[src/rtl/guess_grader_if.sv]
// Grader-side bundle: master code and guess in, scores and game status out.
interface guess_grader_if;
  logic [2:0] master0, master1, master2, master3;
  logic       masterLoaded;
  logic       gamePlaying;
  logic [2:0] guess0, guess1, guess2, guess3;
  logic       gradeIt;
  logic       ready;
  logic [2:0] znarly;
  logic [2:0] zood;
  logic       gradeDone;
  logic [3:0] roundCount;
  logic       gameWon;
  logic       gameOver;

  modport master (
    output master0, master1, master2, master3, masterLoaded, gamePlaying,
           guess0, guess1, guess2, guess3, gradeIt,
    input  ready, znarly, zood, gradeDone, roundCount, gameWon, gameOver
  );

  modport slave (
    input  master0, master1, master2, master3, masterLoaded, gamePlaying,
           guess0, guess1, guess2, guess3, gradeIt,
    output ready, znarly, zood, gradeDone, roundCount, gameWon, gameOver
  );
endinterface

[src/rtl/guess_grader.sv]
// Multi-cycle guess grader: one exact-match pass, then one partial-match step per
// guess slot; tracks rounds, win and game-over.
module guess_grader #(
  parameter int unsigned MAX_ROUNDS = 8
) (
  input logic          CLOCK_50,
  input logic          reset,
  guess_grader_if.slave gg
);
  localparam logic [3:0] ROUND_LIMIT = 4'(MAX_ROUNDS);

  typedef enum logic [1:0] {IDLE, EXACT, PARTIAL, DONE} state_t;
  state_t state, state_nx;

  logic [2:0] g [4];
  logic [2:0] m [4];
  logic [3:0] gused, mused;
  logic [2:0] exact_cnt, part_cnt;
  logic [1:0] idx;

  logic [2:0] znarly_q, zood_q;
  logic [3:0] round_q;
  logic       won_q;

  logic       over, guess_full, accept, hit, grade_done;
  logic [1:0] hit_j;
  logic [3:0] exact_vec;
  logic [2:0] exact_sum;

  always_comb begin
    over       = won_q | (round_q == ROUND_LIMIT);
    guess_full = (gg.guess0 != '0) & (gg.guess1 != '0) &
                 (gg.guess2 != '0) & (gg.guess3 != '0);
    accept     = gg.gradeIt & gg.gamePlaying & gg.masterLoaded & ~over & guess_full;
  end

  always_comb begin
    exact_vec = '0;
    exact_sum = '0;
    for (int unsigned k = 0; k < 4; k++) begin
      exact_vec[k] = (g[k] == m[k]);
      exact_sum    = exact_sum + 3'(exact_vec[k]);
    end
  end

  // Lowest unused master slot holding the shape of guess slot idx.
  always_comb begin
    hit   = 1'b0;
    hit_j = '0;
    for (int unsigned j = 0; j < 4; j++) begin
      if (!hit && !mused[j] && (m[j] == g[idx])) begin
        hit   = 1'b1;
        hit_j = 2'(j);
      end
    end
  end

  always_ff @(posedge CLOCK_50) begin
    if (reset) state <= IDLE;
    else       state <= state_nx;
  end

  always_comb begin
    state_nx = state;
    unique case (state)
      IDLE:    if (accept) state_nx = EXACT;
      EXACT:   state_nx = PARTIAL;
      PARTIAL: if (idx == 2'd3) state_nx = DONE;
      DONE:    state_nx = IDLE;
      default: state_nx = IDLE;
    endcase
    if (state != IDLE && !gg.gamePlaying) state_nx = IDLE;
  end

  // An abort during DONE suppresses the pulse and the output update together.
  assign grade_done = (state == DONE) && gg.gamePlaying;

  always_ff @(posedge CLOCK_50) begin
    if (reset) begin
      for (int unsigned k = 0; k < 4; k++) begin
        g[k] <= '0;
        m[k] <= '0;
      end
      gused     <= '0;
      mused     <= '0;
      exact_cnt <= '0;
      part_cnt  <= '0;
      idx       <= '0;
      znarly_q  <= '0;
      zood_q    <= '0;
      round_q   <= '0;
      won_q     <= 1'b0;
    end else begin
      unique case (state)
        IDLE: begin
          if (accept) begin
            g[0] <= gg.guess0;  g[1] <= gg.guess1;
            g[2] <= gg.guess2;  g[3] <= gg.guess3;
            m[0] <= gg.master0; m[1] <= gg.master1;
            m[2] <= gg.master2; m[3] <= gg.master3;
            gused <= '0;
            mused <= '0;
          end
        end
        EXACT: begin
          gused     <= exact_vec;
          mused     <= exact_vec;
          exact_cnt <= exact_sum;
          part_cnt  <= '0;
          idx       <= '0;
        end
        PARTIAL: begin
          if (!gused[idx] && hit) begin
            mused[hit_j] <= 1'b1;
            part_cnt     <= part_cnt + 3'd1;
          end
          idx <= idx + 2'd1;
        end
        DONE: begin
          if (gg.gamePlaying) begin
            znarly_q <= exact_cnt;
            zood_q   <= part_cnt;
            if (round_q != ROUND_LIMIT) round_q <= round_q + 4'd1;
            if (exact_cnt == 3'd4) won_q <= 1'b1;
          end
        end
        default: ;
      endcase
    end
  end

  assign gg.ready      = (state == IDLE) && !over;
  assign gg.znarly     = znarly_q;
  assign gg.zood       = zood_q;
  assign gg.gradeDone  = grade_done;
  assign gg.roundCount = round_q;
  assign gg.gameWon    = won_q;
  assign gg.gameOver   = over;
endmodule

[src/flat_wrapper.sv]
// flat-port wrapper written by rule: the top's interface ports become plain ports
module guess_grader_flat 
#(
  parameter int unsigned MAX_ROUNDS = 8
)
  (CLOCK_50, reset, gg_master0, gg_master1, gg_master2, gg_master3, gg_masterLoaded, gg_gamePlaying, gg_guess0, gg_guess1, gg_guess2, gg_guess3, gg_gradeIt, gg_ready, gg_znarly, gg_zood, gg_gradeDone, gg_roundCount, gg_gameWon, gg_gameOver);
  guess_grader_if gg_i ();
  input logic CLOCK_50;
  input logic reset;
  input wire logic [$bits(gg_i.master0)-1:0] gg_master0;
  input wire logic [$bits(gg_i.master1)-1:0] gg_master1;
  input wire logic [$bits(gg_i.master2)-1:0] gg_master2;
  input wire logic [$bits(gg_i.master3)-1:0] gg_master3;
  input wire logic [$bits(gg_i.masterLoaded)-1:0] gg_masterLoaded;
  input wire logic [$bits(gg_i.gamePlaying)-1:0] gg_gamePlaying;
  input wire logic [$bits(gg_i.guess0)-1:0] gg_guess0;
  input wire logic [$bits(gg_i.guess1)-1:0] gg_guess1;
  input wire logic [$bits(gg_i.guess2)-1:0] gg_guess2;
  input wire logic [$bits(gg_i.guess3)-1:0] gg_guess3;
  input wire logic [$bits(gg_i.gradeIt)-1:0] gg_gradeIt;
  output wire logic [$bits(gg_i.ready)-1:0] gg_ready;
  output wire logic [$bits(gg_i.znarly)-1:0] gg_znarly;
  output wire logic [$bits(gg_i.zood)-1:0] gg_zood;
  output wire logic [$bits(gg_i.gradeDone)-1:0] gg_gradeDone;
  output wire logic [$bits(gg_i.roundCount)-1:0] gg_roundCount;
  output wire logic [$bits(gg_i.gameWon)-1:0] gg_gameWon;
  output wire logic [$bits(gg_i.gameOver)-1:0] gg_gameOver;
  assign gg_i.master0 = gg_master0;
  assign gg_i.master1 = gg_master1;
  assign gg_i.master2 = gg_master2;
  assign gg_i.master3 = gg_master3;
  assign gg_i.masterLoaded = gg_masterLoaded;
  assign gg_i.gamePlaying = gg_gamePlaying;
  assign gg_i.guess0 = gg_guess0;
  assign gg_i.guess1 = gg_guess1;
  assign gg_i.guess2 = gg_guess2;
  assign gg_i.guess3 = gg_guess3;
  assign gg_i.gradeIt = gg_gradeIt;
  assign gg_ready = gg_i.ready;
  assign gg_znarly = gg_i.znarly;
  assign gg_zood = gg_i.zood;
  assign gg_gradeDone = gg_i.gradeDone;
  assign gg_roundCount = gg_i.roundCount;
  assign gg_gameWon = gg_i.gameWon;
  assign gg_gameOver = gg_i.gameOver;
  guess_grader #(.MAX_ROUNDS(MAX_ROUNDS)) u_core (.CLOCK_50(CLOCK_50), .reset(reset), .gg(gg_i));
endmodule
[config.mk]
export PLATFORM = sky130hd
export DESIGN_NAME = guess_grader_flat
export DESIGN_NICKNAME = d
export VERILOG_FILES = /design/src/rtl/guess_grader_if.sv /design/src/rtl/guess_grader.sv /design/src/flat_wrapper.sv
export SDC_FILE = /design/constraint.sdc
export NUM_CORES = 1
export LEC_CHECK = 0
export CORE_UTILIZATION = 55
export DETAILED_ROUTE_END_ITERATION = 7
export HOLD_SLACK_MARGIN = 0.06
export PLACE_DENSITY = 0.81
export SETUP_SLACK_MARGIN = 0.1
export SKIP_CTS_REPAIR_TIMING = 1
export SLEW_MARGIN = 20
export SYNTH_ARGS = -nofsm -noshare
export SYNTH_HDL_FRONTEND = slang
export SYNTH_SLANG_ARGS = --single-unit
[constraint.sdc]
create_clock -name CLOCK_50 -period 8.4 [get_ports CLOCK_50]
set_input_delay 0.84 -clock CLOCK_50 [delete_from_list [all_inputs] [get_ports CLOCK_50]]
set_output_delay 0.84 -clock CLOCK_50 [all_outputs]
set_load 0.02 [all_outputs]
==> results.json <==
{
  "power_leakage_nw": 1.21,
  "clk_pin_slew_worst_paths_ns": 0.10,
  "grt_pass1_vias": 1952,
  "synth_flop_cell": "dfxtp_1",
  "holdCritPathClass": "reg -> reg",
  "grt_first_pass_wirelength_mm": 8.97,
  "synth_edf_count": 24,
  "area_delta_synth_final_pct": 21.0,
  "worstRegToRegCells": 7,
  "row_count": 25,
  "maxSlewHeadroom": 0.267,
  "path_class": "in -> out",
  "via_per_inst": 5.49,
  "multi_input_area_mm2": 0.00132,
  "clk_path_buf_depth": 2,
  "die-area_mm2": 0.00525,
  "ys_seq_area_frac": 0.492,
  "syn_area_per_cell_um2": 10.5,
  "drt_iter0_markers": 113,
  "post-route-util": 0.694,
  "initial_core_util": 0.574,
  "netlist_area_mm2": 0.00273,
  "r2r-end": "u_core.mused[1]$_SDFFE_PP0P_",
  "synthTopCellsByArea": "edfxtp_1 26%, dfxtp_1 23%, and2_1 5.5%, xor2_1 5.5%, ha_1 4.6%",
  "cap_violations": 0,
  "h-tree-depth": 2,
  "endpoint": "gg_gradeDone",
  "synthTopCellsByCount": "31 x dfxtp_1, 24 x and2_1, 24 x edfxtp_1",
  "ctsRootBufferMaster": "clkbuf_8",
  "finClkSkew_ns": 0.00805,
  "clk_latency_ns": 0.31,
  "register_area_mm2": 0.00134,
  "crit_path_start": "gg_gamePlaying",
  "port_buffers": 42,
  "numCtsBuffers": 5,
  "status": "finished clean",
  "yosysWarnings": 0,
  "syn_inst": 261,
  "endpoint_kind": "primary output",
  "holdWs_ns": 0.460,
  "async_reset_ff_frac": 0,
  "yosysTopAreaCell": "edfxtp_1",
  "ys_ff_latch": 55,
  "clock-sinks": 55,
  "finalCritPeriodShare": 0.405,
  "grtUsageTotal": 0.223,
  "die-height_um": 72.4,
  "firstDrtPassIters": 5,
  "die_w_um": 72.4,
  "worstPathRequired_ns": 7.56,
  "synth_top_area_frac": 0.264,
  "vias": 2032,
  "rsz0062_at_grt": "false",
  "cp-start-kind": "input pin",
  "ys_types": 38,
  "antenna_found_initial": 0,
  "synth_nets": 301,
  "cts_tree": "built",
  "fmax_mhz": 294,
  "power_density_mw_per_mm2": 213,
  "grt_overflow": 0,
  "worst-slew-pin-transition_ns": 1.10,
  "hold_viol": 0,
  "wl_per_cell_um": 14.6,
  "ant_nets": 0,
  "grt_max_degree": 32,
  "final.fill_count": 375,
  "layout-drive-gt1-share": 0.0561,
  "crit_fanout": 11,
  "final_max_slew_viol_count": 0,
  "setup_viol": 0,
  "cp.arrival_ns": 2.56,
  "rr_startpoint": "u_core.g[3][1]$_SDFFCE_PN0P_",
  "insertedDiodeCount": 0,
  "tns_ns": 0,
  "io_pins": 43,
  "finalCriticalPeriod_ns": 3.40,
  "place_hpwl_mm": 4.11,
  "drc": 0,
  "synth.most_common_cell": "dfxtp_1",
  "core_area_mm2": 0.00475,
  "min_path_cells": 2,
  "reg2reg_slack_ns": 5.58,
  "ir_worst_vdd_v": 0.000204,
  "gp_congestion": 0.814,
  "nets": 342,
  "routed_wl_mm": 5.39
}
power breakdown:
part | total (mW) | switching, mW | internal (mW)
clock | 0.161 | 0.0832 | 0.0774
combinational | 0.225 | 0.134 | 0.0913
sequential | 0.319 | 0.0193 | 0.300
total | 0.705 | 0.236 | 0.469
per-stage QoR:
step	power (mW)	area [um2]	setup slack, ns	instances
6_report	0.705	3300	5.00	370
5_1_grt	0.738	3300	4.85	370
4_1_cts	0.703	3300	5.00	370
3_5_place_dp	0.545	3200	4.99	362
3_3_place_gp	0.539	3200	5.04	362
2_1_floorplan	0.480	2730	5.77	261
cell families after synthesis:
logic type	share of synthesized area
adder cells (fa/ha/maj)	0.0532
buffers and inverters	0.0248
multiplexers	0.0440
XOR/XNOR	0.0867
AO/OA/AOI/OAI	0.103
flip-flops	0.492
AND/OR/NAND/NOR	0.197
flip-flops by register name, indices dropped and copies added, names as in the netlist, named ones only:
register and cells:
u_core.state 2, u_core.exact_cnt 3, u_core.gg.zood 3, u_core.mused 4, u_core.gused 4, u_core.gg.roundCount 4
u_core.part_cnt 3, u_core.idx 2, u_core.m 12, u_core.gg.gameWon 1, u_core.gg.znarly 3, u_core.g 12
routing by layer:
metal  GRT usage  routed length [um]  vias to the layer above
li1            -                   -                     1006
met1       0.312                2540                      957
met2       0.346                2510                       57
met3      0.0458                 259                       12
met4      0.0806                  80                        0
met5           0                   0                        -
worst max-delay path, stage by stage:
cell and delay, ns:
clkdlybuf4s50_1 0.54, nand2_1 0.20, inv_1 0.31, clkdlybuf4s50_1 0.67
worst min path at each step:
stage,from,end
4_1_cts,u_core.gg.znarly[0]$_SDFFE_PP0P_,u_core.gg.znarly[0]$_SDFFE_PP0P_
3_5_place_dp,u_core.gg.znarly[0]$_SDFFE_PP0P_,u_core.gg.znarly[0]$_SDFFE_PP0P_
3_3_place_gp,u_core.gg.znarly[1]$_SDFFE_PP0P_,u_core.gg.znarly[1]$_SDFFE_PP0P_
6_report,u_core.gg.znarly[0]$_SDFFE_PP0P_,u_core.gg.znarly[0]$_SDFFE_PP0P_
2_1_floorplan,u_core.part_cnt[2]$_SDFFE_PP0P_,u_core.gg.zood[2]$_SDFFE_PP0P_
5_1_grt,u_core.gg.znarly[1]$_SDFFE_PP0P_,u_core.gg.znarly[1]$_SDFFE_PP0P_
layout make-up:
| cell class | instances | area share |
|---|---|---|
| Clock buffer | 8 | 0.0307 |
| Inverter | 10 | 0.0114 |
| Multi-Input combinational cell | 188 | 0.401 |
| Sequential cell | 55 | 0.406 |
| Tap cell | 67 | 0.0254 |
| Timing Repair Buffer | 42 | 0.126 |
layout by cell type (no fill, tap or decap), types with 5 or more instances in the layout:
cell type and count:
clkdlybuf4s50_1 41, dfxtp_1 31, and2_1 24, edfxtp_1 24
nand2_1 23, nor2_1 20, a21oi_1 18, xor2_1 17
nor3_1 11, inv_1 10, xnor2_1 10, ha_1 10
a22oi_1 5, clkbuf_8 5
No activity file was read; power rests on OpenSTA's default activity.
==> RTL edit 1: new RTL, config.mk and constraints unchanged <==
`MAX_ROUNDS` is set to 8 in 2 places; all go to 6.
--- a/src/rtl/guess_grader.sv
+++ b/src/rtl/guess_grader.sv
@@ -1,7 +1,7 @@
 // Multi-cycle guess grader: one exact-match pass, then one partial-match step per
 // guess slot; tracks rounds, win and game-over.
 module guess_grader #(
-  parameter int unsigned MAX_ROUNDS = 8
+  parameter int unsigned MAX_ROUNDS = 6
 ) (
   input logic          CLOCK_50,
   input logic          reset,
--- a/src/flat_wrapper.sv
+++ b/src/flat_wrapper.sv
@@ -1,7 +1,7 @@
 // flat-port wrapper written by rule: the top's interface ports become plain ports
 module guess_grader_flat 
 #(
-  parameter int unsigned MAX_ROUNDS = 8
+  parameter int unsigned MAX_ROUNDS = 6
 )
   (CLOCK_50, reset, gg_master0, gg_master1, gg_master2, gg_master3, gg_masterLoaded, gg_gamePlaying, gg_guess0, gg_guess1, gg_guess2, gg_guess3, gg_gradeIt, gg_ready, gg_znarly, gg_zood, gg_gradeDone, gg_roundCount, gg_gameWon, gg_gameOver);
   guess_grader_if gg_i ();
Function: same outputs for any inputs over 10 cycles, from zero or initial values and one cycle with reset high; that may be too few to reach the edited logic, so the function may still have changed.
==> RTL edit 1 against the original RTL <==
  * Synthesized area down 0.14%
  * Setup slack better by 140 ps
  * Synthesized cell count decreased by 1.1%
  * Power is 0.24% lower
  * Cell area up 0.34%
  * Non-clock buffer count rose by 1
  * Routed wire length shrank 1.9%
  * Sequential cell count unchanged
  * Cell count down 0.27%
==> RTL edit 1: results <==
run_status:
  status: "finished, final reports clean"
logic_synthesis:
  ys.flop_type: "dfxtp_1"
  synth_compound_area_frac: 0.09137
  synthTopCellsByCount: "dfxtp_1, and2_1, edfxtp_1"
  synth_edf_count: 24
  syn_nets: 298
  ys_seq_area_frac: 0.4922
  synth_fa_ha_area_frac: 0.05326
  yosys_warnings: 0
  synth.mux.area_fraction: 0.04775
  synthTopCellsByArea: "edfxtp_1, dfxtp_1, xor2_1"
  ys_async_sr_fraction: 0
  ys_ff_latch: 55
  synth_xor_area_frac: 0.08678
  synth_cell_types: 41
  syn_area_per_cell_um2: 10.56
power:
  total_leakage_power_nw: 1.255
  p_int_w: 0.0004531
  ir_drop_v: 0.0001069
  seq_power_share: 0.453
  totalPowerFinal_w: 0.0007031
  power.clock.total_w: 0.000160
finish:
  clk_share: 0.02946
  drive_gt1_frac: 0.07947
  buffer_area_frac: 0.1292
  n_all_inverters: 8
  multi_input_area_mm2: 0.001333
  fillerInstances: 383
  top_regs: "u_core.g: 12 flops, u_core.m: 12 flops"
  signal_buffers: 43
  post-route-util: 0.6968
  diodes: 0
  nClkBuffers: 5
  num-nets-final: 341
  seq_area_frac: 0.4048
placed_design:
  gp_congestion: 0.8408
  place_hpwl_um: 4011
  place_area_mm2: 0.003211
  dp.cells: 361
  io_buffers: 42
  pre_cts_ws_ps: 5120
global_route:
  grt_max_degree: 33
  gr-usage-all-layers: 0.2258
  antenna_found_initial: 0
  grt_pass1_wl_um: 8707
  grt_pass1_vias: 1843
critical_path:
  slowest_delay_ps: 630
  cp_max_fo: 9
  cp.arrival_ps: 2420
sta:
  worst_pin_slew_ps: 641.4
  worst_clock_skew_ps: 14.18
routing:
  routedWlPerCell_um: 14.33
  drc_errors: 0
  drt-initial-drc-count: 159
  route.vias.total: 1973
  postRouteWirelength_um: 5286
  drt_pre_antenna_iters: 4
cts:
  h-tree-depth: 2
  clk_latency_ps: 330
min_path:
  hold_start: "u_core.gg.znarly[2]"
==> RTL edit 1: cell types whose count changed after synthesis, sizes merged, moves of 3 or more <==
cell / delta
a21oi: -3
a2bb2oi: -3
and4b: -3
o31ai: +3
xnor2: -6
xor2: +6
==> RTL edit 1: worst paths after layout <==
kind / endpoint / slack [ps] / depth (start not counted)
min: u_core.gg.znarly[2] / 460 / 2
min reg2reg: u_core.gg.znarly[2] / 460 / 2
max reg2reg: u_core.mused[2] / 5780 / 7
max: gg_gradeDone / 5140 / 4
==> RTL edit 1: layer usage <==
metal / GRT usage / part of all wire / up-vias
met1: 0.2827 / 0.43 / 914
met2: 0.3749 / 0.50 / 54
met5: 0 / 0 / -
met4: 0.09586 / 0.024 / 0
li1: - / - / 995
met3: 0.05278 / 0.042 / 10
==> RTL edit 1: tightest hold or removal path, cell delays in order (launching register included) <==
cell     delay, ps
dfxtp_1        320
nand2_1         50
a21oi_1         50
==> RTL edit 2: new RTL, same settings <==
Made on the original files. Encoding of `state_t`: now Gray code (2 bits for 4 states).
--- a/src/rtl/guess_grader.sv
+++ b/src/rtl/guess_grader.sv
@@ -9,7 +9,7 @@
 );
   localparam logic [3:0] ROUND_LIMIT = 4'(MAX_ROUNDS);
 
-  typedef enum logic [1:0] {IDLE, EXACT, PARTIAL, DONE} state_t;
+  typedef enum logic [1:0] {IDLE = 2'b00, EXACT = 2'b01, PARTIAL = 2'b11, DONE = 2'b10} state_t;
   state_t state, state_nx;
 
   logic [2:0] g [4];
Formal check against the unedited RTL: same outputs for any inputs over 10 cycles, from zero or initial values and one cycle with reset high; not proved beyond that.
==> RTL edit 2 against the original RTL <==
  * Non-clock buffer count rose by 1
  * Cell area fell by 1.1%
  * Routed wire length rose by 3.0%
  * Setup slack got worse by 7.5 ps
  * Synthesized area fell by 0.37%
  * Sequential cell count did not move
  * Count of clock-buffer cells in the layout fell by 3
  * Global-route usage rose by 1.1 points
  * Die area fell by 0.36%
Power is not compared: it rests on default switching activity, and its combinational part moved more than twofold at a synthesized area within 25%.
==> RTL edit 2: results <==
run_status:
  status: "finished, final reports clean"
min_path:
  min_to: "u_core.gg.zood[2]"
  hold_class: "reg2reg"
  min_path_cells: 2
  hold_start: "u_core.gg.zood[2]"
logic_synthesis:
  yosys_warnings: 0
  ys_async_sr_fraction: 0
  syn_nets: 298
  ys.flop_type: "dfxtp_1"
  synth_edf_count: 24
  synthTopCellsByCount: "dfxtp_1, nand2_1, and3_1, edfxtp_1, xor2_1"
  ys_seq_area_frac: 0.4933
  synthTopCellsByArea: "edfxtp_1, dfxtp_1, xor2_1"
  syn_area_per_cell_um2: 10.38
  synth_cell_types: 45
finish:
  top_regs: "u_core.g: 12 flops, u_core.m: 12 flops"
  fin_cells: 367
  num-nets-final: 335
  diodes: 0
  drive_gt1_frac: 0.07667
global_route:
  globalRouteMet1Util: 0.3201
  antenna_found_initial: 0
  use_met2: 0.3666
  grt_pass1_wl_um: 9225
  grt_max_degree: 31
  grt_pass1_vias: 1941
  grt_util_met3: 0.04583
  gr-usage-all-layers: 0.2338
routing:
  vias_per_cell: 5.692
  drt_pre_antenna_iters: 4
  routedWlPerCell_um: 15.13
  drt-initial-drc-count: 175
  wl_met2_um: 2646
  wl_met1_um: 2595
  met3WireLength_um: 211
placed_design:
  io_buffers: 42
  place_hpwl_um: 4095
  gp_congestion: 0.8606
  pre_cts_ws_ps: 4982
  dp.cells: 359
  place_area_mm2: 0.003174
critical_path:
  critPathTopFamily: "buffers and inverters"
  slowest_delay_ps: 640
  reg2reg_to: "u_core.g[2][1]"
  r2r_start: "u_core.gg.roundCount[0]"
  crit_start: "gg_gamePlaying"
  cp.arrival_ps: 2570
  cp_slowest_cell: "clkdlybuf4s50_1"
  reg2reg_setup_slack_ps: 5600
  cp_max_fo: 9
cts:
  cts.clk_slew.worst_paths_ps: 100
  cts_max_path_buffers: 2
  clk_latency_ps: 310
sta:
  hold_viol: 0
  relSlewSlack: 0.3487
  hold_slack_ps: 462.3
  worst_clock_skew_ps: 10.70
power:
  total_leakage_power_nw: 1.267
  p_int_w: 0.0003758
  ir_drop_v: 0.00009568
RTL edit 2: changes by cell type after synthesis, sizes merged, moves of 4 or more:
| cell | change |
|---|---|
| o21ai | -4 |
| nor2 | -5 |
| and2 | -23 |
| ha | -4 |
| clkbuf | +5 |
| nand2 | +8 |
| and3 | +24 |
| a22oi | -5 |
| inv | -4 |
RTL edit 2: power by group through the flow:
stage / clock [W] / sequential [W] / combinational, W
3_3_place_gp: 0 / 0.000301 / 0.0000580
3_5_place_dp: 0 / 0.000301 / 0.0000597
4_1_cts: 0.000148 / 0.000295 / 0.0000601
2_1_floorplan: 0 / 0.000298 / 0.0000398
6_report: 0.000144 / 0.000295 / 0.0000601
5_1_grt: 0.000157 / 0.000296 / 0.0000665
RTL edit 2: kinds of logic after synthesis:
logic type      Yosys count  share of synthesized area
compound gates           31                    0.08652
mux                       6                    0.04142
buf+inv                  20                    0.03037
simple gates            116                     0.2264
flops                    55                     0.4933
fa+ha+maj                 7                    0.03497
xor+xnor                 27                    0.08698
RTL edit 2: worst register-to-register path, delay by kind of cell, from the launching register on:
kind                       cells  cell delay (ps)
adders and majority gates      1              190
buffers and inverters          1               70
DFF                            1              420
and+or+nand+nor                5             1750
RTL edit 2: worst max-delay path by stage:
stage                         to  slack, ps  cells past startpoint
floorplan               gg_ready       5800                      5
global placement    gg_gradeDone       5040                      4
detailed placement  gg_gradeDone       4980                      4
CTS                 gg_gradeDone       4980                      4
global route        gg_gradeDone       4850                      4
finish              gg_gradeDone       4990                      4
RTL edit 2: layout make-up:
cell class	count	area (µm²)
well taps	67	83.83
multi-input cells	187	1297
inverters	7	26.28
repair buffers	43	427.9
fillers	380	1490
flip-flops and latches	55	1341
clock inverters	3	18.77
clock buffers	5	68.82
